$ cat src/rtl/trap_pkg.sv
`default_nettype none
// ============================================================================
// Module      : trap_pkg
// Description : Shared constants and types for the machine-mode trap
//               sequencer. Holds the cause codes, mip bit positions,
//               mstatus field indices, mtvec modes and the FSM state type.
// Revision    : 1.0 - initial release
// ============================================================================
package trap_pkg;

    // Exception cause codes
    localparam logic [4:0] c_cause_inst_misaligned  = 5'd0;
    localparam logic [4:0] c_cause_illegal          = 5'd2;
    localparam logic [4:0] c_cause_ebreak           = 5'd3;
    localparam logic [4:0] c_cause_ecall            = 5'd11;
    localparam logic [4:0] c_cause_load_misaligned  = 5'd4;
    localparam logic [4:0] c_cause_store_misaligned = 5'd6;

    // Interrupt cause codes double as their mip/mie bit positions
    localparam int c_irq_sw_bit  = 3;
    localparam int c_irq_tim_bit = 7;
    localparam int c_irq_ext_bit = 11;

    // mstatus field indices
    localparam int c_mstatus_mie    = 3;
    localparam int c_mstatus_mpie   = 7;
    localparam int c_mstatus_mpp_lo = 11;
    localparam int c_mstatus_mpp_hi = 12;

    // mtvec mode field values
    localparam logic [1:0] c_mtvec_direct   = 2'b00;
    localparam logic [1:0] c_mtvec_vectored = 2'b01;

    typedef enum logic [1:0] {
        S_IDLE     = 2'd0,
        S_DRAIN    = 2'd1,
        S_WRITE    = 2'd2,
        S_REDIRECT = 2'd3
    } state_t;

    typedef struct packed {
        logic inst_misaligned;
        logic illegal;
        logic ebreak;
        logic ecall;
        logic load_misaligned;
        logic store_misaligned;
    } exc_flags_t;

    // Only address/encoding faults report a value in mtval
    function automatic logic cause_has_tval(input logic [4:0] code);
        return (code == c_cause_inst_misaligned) || (code == c_cause_illegal) ||
               (code == c_cause_load_misaligned) || (code == c_cause_store_misaligned);
    endfunction

endpackage
`default_nettype wire

$ cat src/rtl/trap_controller_if.sv
`default_nettype none
// ============================================================================
// Module      : trap_controller_if
// Description : Retire-stage / CSR side bundle of the trap sequencer.
//               master : retire stage + CSR file (drives *_i, reads *_o)
//               slave  : trap_controller
// Revision    : 1.0 - initial release
// ============================================================================
interface trap_controller_if #(
    parameter int XLEN = 32
);
    logic            valid_i;
    logic [XLEN-1:0] pc_i;
    logic [XLEN-1:0] badaddr_i;
    logic            e_inst_misaligned_i;
    logic            e_illegal_i;
    logic            e_ebreak_i;
    logic            e_ecall_i;
    logic            e_load_misaligned_i;
    logic            e_store_misaligned_i;
    logic            mret_i;
    logic            irq_ext_i;
    logic            irq_sw_i;
    logic            irq_tim_i;
    logic [XLEN-1:0] mie_i;
    logic [XLEN-1:0] mstatus_i;
    logic [XLEN-1:0] mtvec_i;
    logic [XLEN-1:0] mepc_i;
    logic            drained_i;
    logic            stall_o;
    logic            flush_o;
    logic            we_exc_o;
    logic [XLEN-1:0] mcause_o;
    logic [XLEN-1:0] mepc_o;
    logic [XLEN-1:0] mtval_o;
    logic [XLEN-1:0] mstatus_o;
    logic [XLEN-1:0] mip_o;
    logic            redirect_o;
    logic [XLEN-1:0] target_o;

    modport master (
        output valid_i, pc_i, badaddr_i, e_inst_misaligned_i, e_illegal_i,
               e_ebreak_i, e_ecall_i, e_load_misaligned_i, e_store_misaligned_i,
               mret_i, irq_ext_i, irq_sw_i, irq_tim_i, mie_i, mstatus_i,
               mtvec_i, mepc_i, drained_i,
        input  stall_o, flush_o, we_exc_o, mcause_o, mepc_o, mtval_o,
               mstatus_o, mip_o, redirect_o, target_o
    );

    modport slave (
        input  valid_i, pc_i, badaddr_i, e_inst_misaligned_i, e_illegal_i,
               e_ebreak_i, e_ecall_i, e_load_misaligned_i, e_store_misaligned_i,
               mret_i, irq_ext_i, irq_sw_i, irq_tim_i, mie_i, mstatus_i,
               mtvec_i, mepc_i, drained_i,
        output stall_o, flush_o, we_exc_o, mcause_o, mepc_o, mtval_o,
               mstatus_o, mip_o, redirect_o, target_o
    );
endinterface
`default_nettype wire

$ cat src/rtl/trap_prio.sv
`default_nettype none
// ============================================================================
// Module      : trap_prio
// Description : Combinational trap priority encoder. Exceptions always win;
//               interrupts are considered only when global MIE is set.
//   exc         : exception flags (already qualified by the caller)
//   irq_pending : {ext, sw, tim} pending-and-enabled interrupt bits
//   global_ie   : mstatus.MIE
//   take        : a trap must be taken
//   is_int      : the chosen trap is an interrupt
//   cause       : low cause code of the chosen trap
// Revision    : 1.0 - initial release
// ============================================================================
module trap_prio
    import trap_pkg::*;
(
    input  exc_flags_t exc,
    input  logic [2:0] irq_pending,
    input  logic       global_ie,
    output logic       take,
    output logic       is_int,
    output logic [4:0] cause
);

    always_comb begin
        take   = 1'b1;
        is_int = 1'b0;
        cause  = 5'd0;
        if (exc.inst_misaligned)       cause = c_cause_inst_misaligned;
        else if (exc.illegal)          cause = c_cause_illegal;
        else if (exc.ebreak)           cause = c_cause_ebreak;
        else if (exc.ecall)            cause = c_cause_ecall;
        else if (exc.load_misaligned)  cause = c_cause_load_misaligned;
        else if (exc.store_misaligned) cause = c_cause_store_misaligned;
        else if (global_ie && irq_pending[2]) begin
            is_int = 1'b1;
            cause  = 5'(c_irq_ext_bit);
        end else if (global_ie && irq_pending[1]) begin
            is_int = 1'b1;
            cause  = 5'(c_irq_sw_bit);
        end else if (global_ie && irq_pending[0]) begin
            is_int = 1'b1;
            cause  = 5'(c_irq_tim_bit);
        end else begin
            take = 1'b0;
        end
    end

endmodule
`default_nettype wire

$ cat src/rtl/trap_controller.sv
`default_nettype none
// ============================================================================
// Module      : trap_controller
// Description : Machine-mode trap entry / mret sequencer.
//               IDLE -> DRAIN (stall, flush on entry) -> WRITE (CSR strobe)
//               -> REDIRECT (one-cycle PC redirect) -> IDLE.
//   clk_i, rst_i : clock, synchronous active-high reset
//   bus          : retire-stage inputs, CSR values and CSR/redirect outputs
// Revision    : 1.0 - initial release
// ============================================================================
module trap_controller
    import trap_pkg::*;
#(
    parameter int XLEN        = 32,
    parameter bit VECTORED_EN = 1'b1
) (
    input  wire                clk_i,
    input  wire                rst_i,
    trap_controller_if.slave   bus
);

    state_t          r_state, w_next;
    logic            r_first_drain;
    logic            r_is_int;
    logic            r_is_mret;
    logic [4:0]      r_cause;
    logic [XLEN-1:0] r_epc;
    logic [XLEN-1:0] r_tval;

    logic [XLEN-1:0] w_mip;
    logic [2:0]      w_pend;
    logic            w_take, w_is_int, w_event;
    logic [4:0]      w_cause;
    exc_flags_t      w_exc;
    logic            w_vec_mode;
    logic [XLEN-1:0] w_base;
    logic            w_unused_mie;

    always_comb begin
        w_mip                = '0;
        w_mip[c_irq_ext_bit] = bus.irq_ext_i;
        w_mip[c_irq_sw_bit]  = bus.irq_sw_i;
        w_mip[c_irq_tim_bit] = bus.irq_tim_i;
    end

    assign w_pend = {bus.irq_ext_i & bus.mie_i[c_irq_ext_bit],
                     bus.irq_sw_i  & bus.mie_i[c_irq_sw_bit],
                     bus.irq_tim_i & bus.mie_i[c_irq_tim_bit]};
    assign w_unused_mie = ^bus.mie_i;

    assign w_exc = '{inst_misaligned:  bus.e_inst_misaligned_i,
                     illegal:          bus.e_illegal_i,
                     ebreak:           bus.e_ebreak_i,
                     ecall:            bus.e_ecall_i,
                     load_misaligned:  bus.e_load_misaligned_i,
                     store_misaligned: bus.e_store_misaligned_i};

    trap_prio u_prio (
        .exc         (w_exc),
        .irq_pending (w_pend),
        .global_ie   (bus.mstatus_i[c_mstatus_mie]),
        .take        (w_take),
        .is_int      (w_is_int),
        .cause       (w_cause)
    );

    assign w_base = {bus.mtvec_i[XLEN-1:2], 2'b00};

    generate
        if (VECTORED_EN) begin : g_vectored
            assign w_vec_mode = (bus.mtvec_i[1:0] == c_mtvec_vectored);
        end else begin : g_direct
            assign w_vec_mode = 1'b0;
        end
    endgenerate

    always_ff @(posedge clk_i) begin
        if (rst_i) begin
            r_state       <= S_IDLE;
            r_first_drain <= 1'b0;
            r_is_int      <= 1'b0;
            r_is_mret     <= 1'b0;
            r_cause       <= '0;
            r_epc         <= '0;
            r_tval        <= '0;
        end else begin
            r_state       <= w_next;
            r_first_drain <= w_event;
            if (w_event) begin
                r_is_mret <= !w_take;
                // mret leaves the trap record alone so WRITE echoes it
                if (w_take) begin
                    r_is_int <= w_is_int;
                    r_cause  <= w_cause;
                    r_epc    <= bus.pc_i;
                    r_tval   <= (!w_is_int && cause_has_tval(w_cause)) ? bus.badaddr_i : '0;
                end
            end
        end
    end

    always_comb begin
        w_next         = r_state;
        w_event        = 1'b0;
        bus.stall_o    = 1'b0;
        bus.flush_o    = 1'b0;
        bus.we_exc_o   = 1'b0;
        bus.mcause_o   = '0;
        bus.mepc_o     = '0;
        bus.mtval_o    = '0;
        bus.mstatus_o  = '0;
        bus.mip_o      = '0;
        bus.redirect_o = 1'b0;
        bus.target_o   = '0;
        case (r_state)
            S_IDLE: begin
                if (bus.valid_i && (w_take || bus.mret_i)) begin
                    w_event = 1'b1;
                    w_next  = S_DRAIN;
                end
            end
            S_DRAIN: begin
                bus.stall_o = 1'b1;
                bus.flush_o = r_first_drain;
                if (bus.drained_i) w_next = S_WRITE;
            end
            S_WRITE: begin
                bus.stall_o            = 1'b1;
                bus.we_exc_o           = 1'b1;
                bus.mip_o              = w_mip;
                bus.mcause_o[XLEN-1]   = r_is_int;
                bus.mcause_o[4:0]      = r_cause;
                bus.mtval_o            = r_tval;
                bus.mstatus_o          = bus.mstatus_i;
                if (r_is_mret) begin
                    bus.mepc_o                       = bus.mepc_i;
                    bus.mstatus_o[c_mstatus_mie]     = bus.mstatus_i[c_mstatus_mpie];
                    bus.mstatus_o[c_mstatus_mpie]    = 1'b1;
                end else begin
                    bus.mepc_o                       = r_epc;
                    bus.mstatus_o[c_mstatus_mpie]    = bus.mstatus_i[c_mstatus_mie];
                    bus.mstatus_o[c_mstatus_mie]     = 1'b0;
                    bus.mstatus_o[c_mstatus_mpp_hi:c_mstatus_mpp_lo] = 2'b11;
                end
                w_next = S_REDIRECT;
            end
            S_REDIRECT: begin
                bus.redirect_o = 1'b1;
                if (r_is_mret)                    bus.target_o = bus.mepc_i;
                else if (r_is_int && w_vec_mode)  bus.target_o = w_base + {{(XLEN-7){1'b0}}, r_cause, 2'b00};
                else                              bus.target_o = w_base;
                w_next = S_IDLE;
            end
            default: w_next = S_IDLE;
        endcase
    end

endmodule
`default_nettype wire

$ cat src/flat_wrapper.sv
// flat-port wrapper written by rule: the top's interface ports become plain ports
module trap_controller_flat import trap_pkg::*;
#(
    parameter int XLEN        = 32,
    parameter bit VECTORED_EN = 1'b1
)
  (clk_i, rst_i, bus_valid_i, bus_pc_i, bus_badaddr_i, bus_e_inst_misaligned_i, bus_e_illegal_i, bus_e_ebreak_i, bus_e_ecall_i, bus_e_load_misaligned_i, bus_e_store_misaligned_i, bus_mret_i, bus_irq_ext_i, bus_irq_sw_i, bus_irq_tim_i, bus_mie_i, bus_mstatus_i, bus_mtvec_i, bus_mepc_i, bus_drained_i, bus_stall_o, bus_flush_o, bus_we_exc_o, bus_mcause_o, bus_mepc_o, bus_mtval_o, bus_mstatus_o, bus_mip_o, bus_redirect_o, bus_target_o);
  trap_controller_if #(.XLEN(XLEN)) bus_i ();
  input  wire clk_i;
  input  wire rst_i;
  input wire logic [$bits(bus_i.valid_i)-1:0] bus_valid_i;
  input wire logic [$bits(bus_i.pc_i)-1:0] bus_pc_i;
  input wire logic [$bits(bus_i.badaddr_i)-1:0] bus_badaddr_i;
  input wire logic [$bits(bus_i.e_inst_misaligned_i)-1:0] bus_e_inst_misaligned_i;
  input wire logic [$bits(bus_i.e_illegal_i)-1:0] bus_e_illegal_i;
  input wire logic [$bits(bus_i.e_ebreak_i)-1:0] bus_e_ebreak_i;
  input wire logic [$bits(bus_i.e_ecall_i)-1:0] bus_e_ecall_i;
  input wire logic [$bits(bus_i.e_load_misaligned_i)-1:0] bus_e_load_misaligned_i;
  input wire logic [$bits(bus_i.e_store_misaligned_i)-1:0] bus_e_store_misaligned_i;
  input wire logic [$bits(bus_i.mret_i)-1:0] bus_mret_i;
  input wire logic [$bits(bus_i.irq_ext_i)-1:0] bus_irq_ext_i;
  input wire logic [$bits(bus_i.irq_sw_i)-1:0] bus_irq_sw_i;
  input wire logic [$bits(bus_i.irq_tim_i)-1:0] bus_irq_tim_i;
  input wire logic [$bits(bus_i.mie_i)-1:0] bus_mie_i;
  input wire logic [$bits(bus_i.mstatus_i)-1:0] bus_mstatus_i;
  input wire logic [$bits(bus_i.mtvec_i)-1:0] bus_mtvec_i;
  input wire logic [$bits(bus_i.mepc_i)-1:0] bus_mepc_i;
  input wire logic [$bits(bus_i.drained_i)-1:0] bus_drained_i;
  output wire logic [$bits(bus_i.stall_o)-1:0] bus_stall_o;
  output wire logic [$bits(bus_i.flush_o)-1:0] bus_flush_o;
  output wire logic [$bits(bus_i.we_exc_o)-1:0] bus_we_exc_o;
  output wire logic [$bits(bus_i.mcause_o)-1:0] bus_mcause_o;
  output wire logic [$bits(bus_i.mepc_o)-1:0] bus_mepc_o;
  output wire logic [$bits(bus_i.mtval_o)-1:0] bus_mtval_o;
  output wire logic [$bits(bus_i.mstatus_o)-1:0] bus_mstatus_o;
  output wire logic [$bits(bus_i.mip_o)-1:0] bus_mip_o;
  output wire logic [$bits(bus_i.redirect_o)-1:0] bus_redirect_o;
  output wire logic [$bits(bus_i.target_o)-1:0] bus_target_o;
  assign bus_i.valid_i = bus_valid_i;
  assign bus_i.pc_i = bus_pc_i;
  assign bus_i.badaddr_i = bus_badaddr_i;
  assign bus_i.e_inst_misaligned_i = bus_e_inst_misaligned_i;
  assign bus_i.e_illegal_i = bus_e_illegal_i;
  assign bus_i.e_ebreak_i = bus_e_ebreak_i;
  assign bus_i.e_ecall_i = bus_e_ecall_i;
  assign bus_i.e_load_misaligned_i = bus_e_load_misaligned_i;
  assign bus_i.e_store_misaligned_i = bus_e_store_misaligned_i;
  assign bus_i.mret_i = bus_mret_i;
  assign bus_i.irq_ext_i = bus_irq_ext_i;
  assign bus_i.irq_sw_i = bus_irq_sw_i;
  assign bus_i.irq_tim_i = bus_irq_tim_i;
  assign bus_i.mie_i = bus_mie_i;
  assign bus_i.mstatus_i = bus_mstatus_i;
  assign bus_i.mtvec_i = bus_mtvec_i;
  assign bus_i.mepc_i = bus_mepc_i;
  assign bus_i.drained_i = bus_drained_i;
  assign bus_stall_o = bus_i.stall_o;
  assign bus_flush_o = bus_i.flush_o;
  assign bus_we_exc_o = bus_i.we_exc_o;
  assign bus_mcause_o = bus_i.mcause_o;
  assign bus_mepc_o = bus_i.mepc_o;
  assign bus_mtval_o = bus_i.mtval_o;
  assign bus_mstatus_o = bus_i.mstatus_o;
  assign bus_mip_o = bus_i.mip_o;
  assign bus_redirect_o = bus_i.redirect_o;
  assign bus_target_o = bus_i.target_o;
  trap_controller #(.XLEN(XLEN), .VECTORED_EN(VECTORED_EN)) u_core (.clk_i(clk_i), .rst_i(rst_i), .bus(bus_i));
endmodule
$ cat config.mk
export PLATFORM = sky130hd
export DESIGN_NAME = trap_controller_flat
export DESIGN_NICKNAME = d
export VERILOG_FILES = /design/src/rtl/trap_pkg.sv /design/src/rtl/trap_controller_if.sv /design/src/rtl/trap_prio.sv /design/src/rtl/trap_controller.sv /design/src/flat_wrapper.sv
export SDC_FILE = /design/constraint.sdc
export NUM_CORES = 1
export LEC_CHECK = 0
export ABC_CLOCK_PERIOD_IN_PS = 6100
export CORE_AREA = 3 3 154 156
export DETAILED_ROUTE_END_ITERATION = 6
export DIE_AREA = 0 0 157 159
export RECOVER_POWER = 25
export REMOVE_ABC_BUFFERS = 1
export SLEW_MARGIN = 20
export SYNTH_ARGS = -nofsm -noshare
export SYNTH_HDL_FRONTEND = slang
export SYNTH_SLANG_ARGS = --single-unit
$ cat constraint.sdc
create_clock -name clk_i -period 6.1 [get_ports clk_i]
set_input_delay 0.915 -clock clk_i [delete_from_list [all_inputs] [get_ports clk_i]]
set_output_delay 0.915 -clock clk_i [all_outputs]
set_load 0.03 [all_outputs]
==> results.sh <==
export IMPL_die_area_um2=25000
export IMPL_clockBufferDepth=2
export IMPL_grt_pass1_wl_mm=31.8
export IMPL_switching_power_mw=0.893
export IMPL_clock_sinks=73
export IMPL_clock_skew_ps=6.05
export IMPL_rsz0062_at_grt="no"
export IMPL_dr_first_iter_drc_count=185
export IMPL_nNetsFinal=1168
export IMPL_worstPathRequired_ps=5180
export IMPL_drv_slew=37
export IMPL_wirelength_mm=21.3
export IMPL_clk_pin_slew_ps=70
export IMPL_critical_path_class="input port to output port"
export IMPL_drive_gt1_frac=0.0387
export IMPL_diodes=0
export IMPL_post_route_util=0.384
export IMPL_grt_usage=0.163
export IMPL_synth_area_um2=5120
export IMPL_yosysMostFrequentCell="nand2_1"
export IMPL_synth_edf_count=0
export IMPL_violations="capacitance limit, slew limit"
export IMPL_multi_input_area_um2=3250
export IMPL_core_um2=22500
export IMPL_vias=5605
export IMPL_fin_crit_ps=5160
export IMPL_cp_data_arrival_time_ps=4250
export IMPL_slew_headroom=-0.363
export IMPL_setup_viol=0
export IMPL_initial_core_util=0.228
export IMPL_min_period_over_period=0.846
export IMPL_p_comb_frac=0.455
export IMPL_antenna_found_initial=0
export IMPL_post_cts_buffers=0
export IMPL_yosysSeqAreaShare=0.285
export IMPL_grt_max_degree=56
export IMPL_status="finished, violations left"
export IMPL_yosys_most_used_dff="dfxtp_1"
export IMPL_io_pins=402
export IMPL_wl_per_cell_um=17.1
export IMPL_p_int_mw=1.29
export IMPL_cp_end_kind="output port"
export IMPL_tns_ps=0
export IMPL_ys_warn_count=0
export IMPL_hold_buffers=0
export IMPL_ctsResizeCount=0
export IMPL_cts_tree="built"
export IMPL_numPortBuffers=316
export IMPL_maxCapViolCount=1
export IMPL_synth_avg_cell_area_um2=7.74
export IMPL_syn_inst=662
export IMPL_drt_pass1_iter_count=4
export IMPL_switching_share=0.409
export IMPL_hold_violations=0
export IMPL_cp_max_fo=4
export IMPL_tightest_slew_ps=2040
export IMPL_regArea_um2=1460
export IMPL_cts_htree_levels=3
export IMPL_routed_via_density=4.51
export IMPL_power_leakage_nw=3.13
export IMPL_die_w_um=157
export IMPL_die_h_um=159
export IMPL_seqPwrFrac=0.279
export IMPL_ys_async_sr_fraction=0
export IMPL_grt_pass1_vias=5582
export IMPL_synth_top_cell_by_area="dfxtp_1"
export IMPL_synthDistinctLibCells=50
export IMPL_max_freq_ghz=0.194
export IMPL_antenna_left=0
export IMPL_fillers=2325
export IMPL_synthTopCellsByCount="83 x nand2_1, 73 x dfxtp_1, 72 x and2_1, 63 x a21oi_1, 56 x buf_4"
export IMPL_worstHoldPathType="flip-flop to flip-flop"
export IMPL_cts_root_buf="clkbuf_16"
export IMPL_synth_top_area_frac=0.285
export IMPL_ir_drop_uv=149
export IMPL_numCtsBuffers=9
export IMPL_clk_latency_ps=350
export IMPL_power_per_cell_area_nw_per_um2=253
export IMPL_place_gp_congestion=0.791
export IMPL_syn_to_final_growth_pct=68.7
export IMPL_dpl_hpwl_mm=15.7
export IMPL_cp_start_kind="input port"
export IMPL_clockPowerShare=0.266
export IMPL_overflow=0
export IMPL_synth_seq_cells=73
export IMPL_synth_area_leaders="dfxtp_1 29%, and2_1 8.8%, buf_4 8.2%"
export IMPL_rows=55
export IMPL_drc_errors=0
-- registers in the layout, indices dropped and copies added, names as in the netlist --
| signal | count |
|---|---|
| u_core.r_cause | 4 |
| u_core.r_epc | 32 |
| u_core.r_first_drain | 1 |
| u_core.r_is_int | 1 |
| u_core.r_is_mret | 1 |
| u_core.r_state | 2 |
| u_core.r_tval | 32 |
-- per-layer routing --
metal	global-route usage	up-vias	share of wire
met5	0	-	0
met4	0.0318	0	0.012
met3	0.0544	18	0.085
met2	0.288	259	0.49
met1	0.190	2585	0.41
li1	-	2743	-
-- layout by cell type, fill, tap and decap left out, types with 4 or more instances in the layout --
| cell type | instances |
|---|---|
| clkdlybuf4s50_1 | 311 |
| nand2_1 | 83 |
| and2_1 | 72 |
| dfxtp_1 | 72 |
| a21oi_1 | 62 |
| conb_1 | 56 |
| a22o_1 | 33 |
| o21ai_0 | 32 |
| mux2i_1 | 32 |
| nor2b_1 | 29 |
| xnor2_1 | 22 |
| nor2_1 | 17 |
| nor3_1 | 12 |
| clkbuf_16 | 9 |
| buf_4 | 9 |
| ha_1 | 8 |
| inv_1 | 7 |
| nor4_1 | 6 |
| and3_1 | 5 |
| a31oi_1 | 5 |
| nor4b_1 | 5 |
| a21o_1 | 4 |
| nand4_1 | 4 |
| o21a_1 | 4 |
| nor3b_1 | 4 |
| inv_6 | 4 |
| dlygate4sd3_1 | 4 |
-- final cells by class --
type	instances	area share
multi-input cells	533	0.376
repair buffers	327	0.374
flip-flops and latches	73	0.169
clock buffers	9	0.0260
clock inverters	7	0.00970
inverters	8	0.00347
well taps	285	0.0412
-- power by group through the flow --
| stage | sequential (mW) | clock (mW) | combinational, mW |
|---|---|---|---|
| 6_report | 0.608 | 0.581 | 0.994 |
| 3_5_place_dp | 0.619 | 0 | 1.01 |
| 4_1_cts | 0.609 | 0.602 | 1.01 |
| 3_3_place_gp | 0.618 | 0 | 1.00 |
| 5_1_grt | 0.618 | 0.621 | 1.08 |
| 2_1_floorplan | 0.606 | 0 | 0.564 |
-- cells by family (layout without fill, tap and decap cells) --
group,Yosys count,count (layout),synth area share
XOR/XNOR,23,23,0.0393
flip-flops,73,73,0.285
other,1,56,0.000732
multiplexers,33,33,0.0647
adder cells (fa/ha/maj),10,10,0.0259
AO/OA/AOI/OAI,153,153,0.187
buffers and inverters,111,351,0.124
AND/OR/NAND/NOR,258,258,0.274
-- path summary, 6_finish.rpt --
check	start	endpoint	slack, ps	depth (start not counted)
worst max-delay path	bus_mtvec_i[6]	bus_target_o[27]	940	7
worst min-delay path	u_core.r_epc[21]	u_core.r_epc[21]	450	2
worst max register to register	u_core.r_state[0]	u_core.r_epc[16]	2860	7
worst min register to register	u_core.r_epc[21]	u_core.r_epc[21]	450	2
-- worst max-delay path: stages --
cell	delay, ps
clkdlybuf4s50_1	560
nand4_2	170
or4_1	610
nor3_1	630
mux2_2	410
a211oi_1	230
clkdlybuf4s50_1	720
-- metrics by stage --
| step | std cells | setup WS (ps) | hold WS, ps | total power, mW | cell area, µm² |
|---|---|---|---|---|---|
| after floorplan | 614 | 1610 | 430 | 1.17 | 4730 |
| after global placement | 1226 | 958 | 443 | 1.62 | 8350 |
| after detailed placement | 1226 | 895 | 446 | 1.63 | 8350 |
| after CTS | 1242 | 876 | 456 | 2.22 | 8660 |
| after global routing | 1242 | 765 | 474 | 2.32 | 8650 |
| final | 1242 | 939 | 454 | 2.18 | 8650 |
Power figures use the tool's default switching activity.
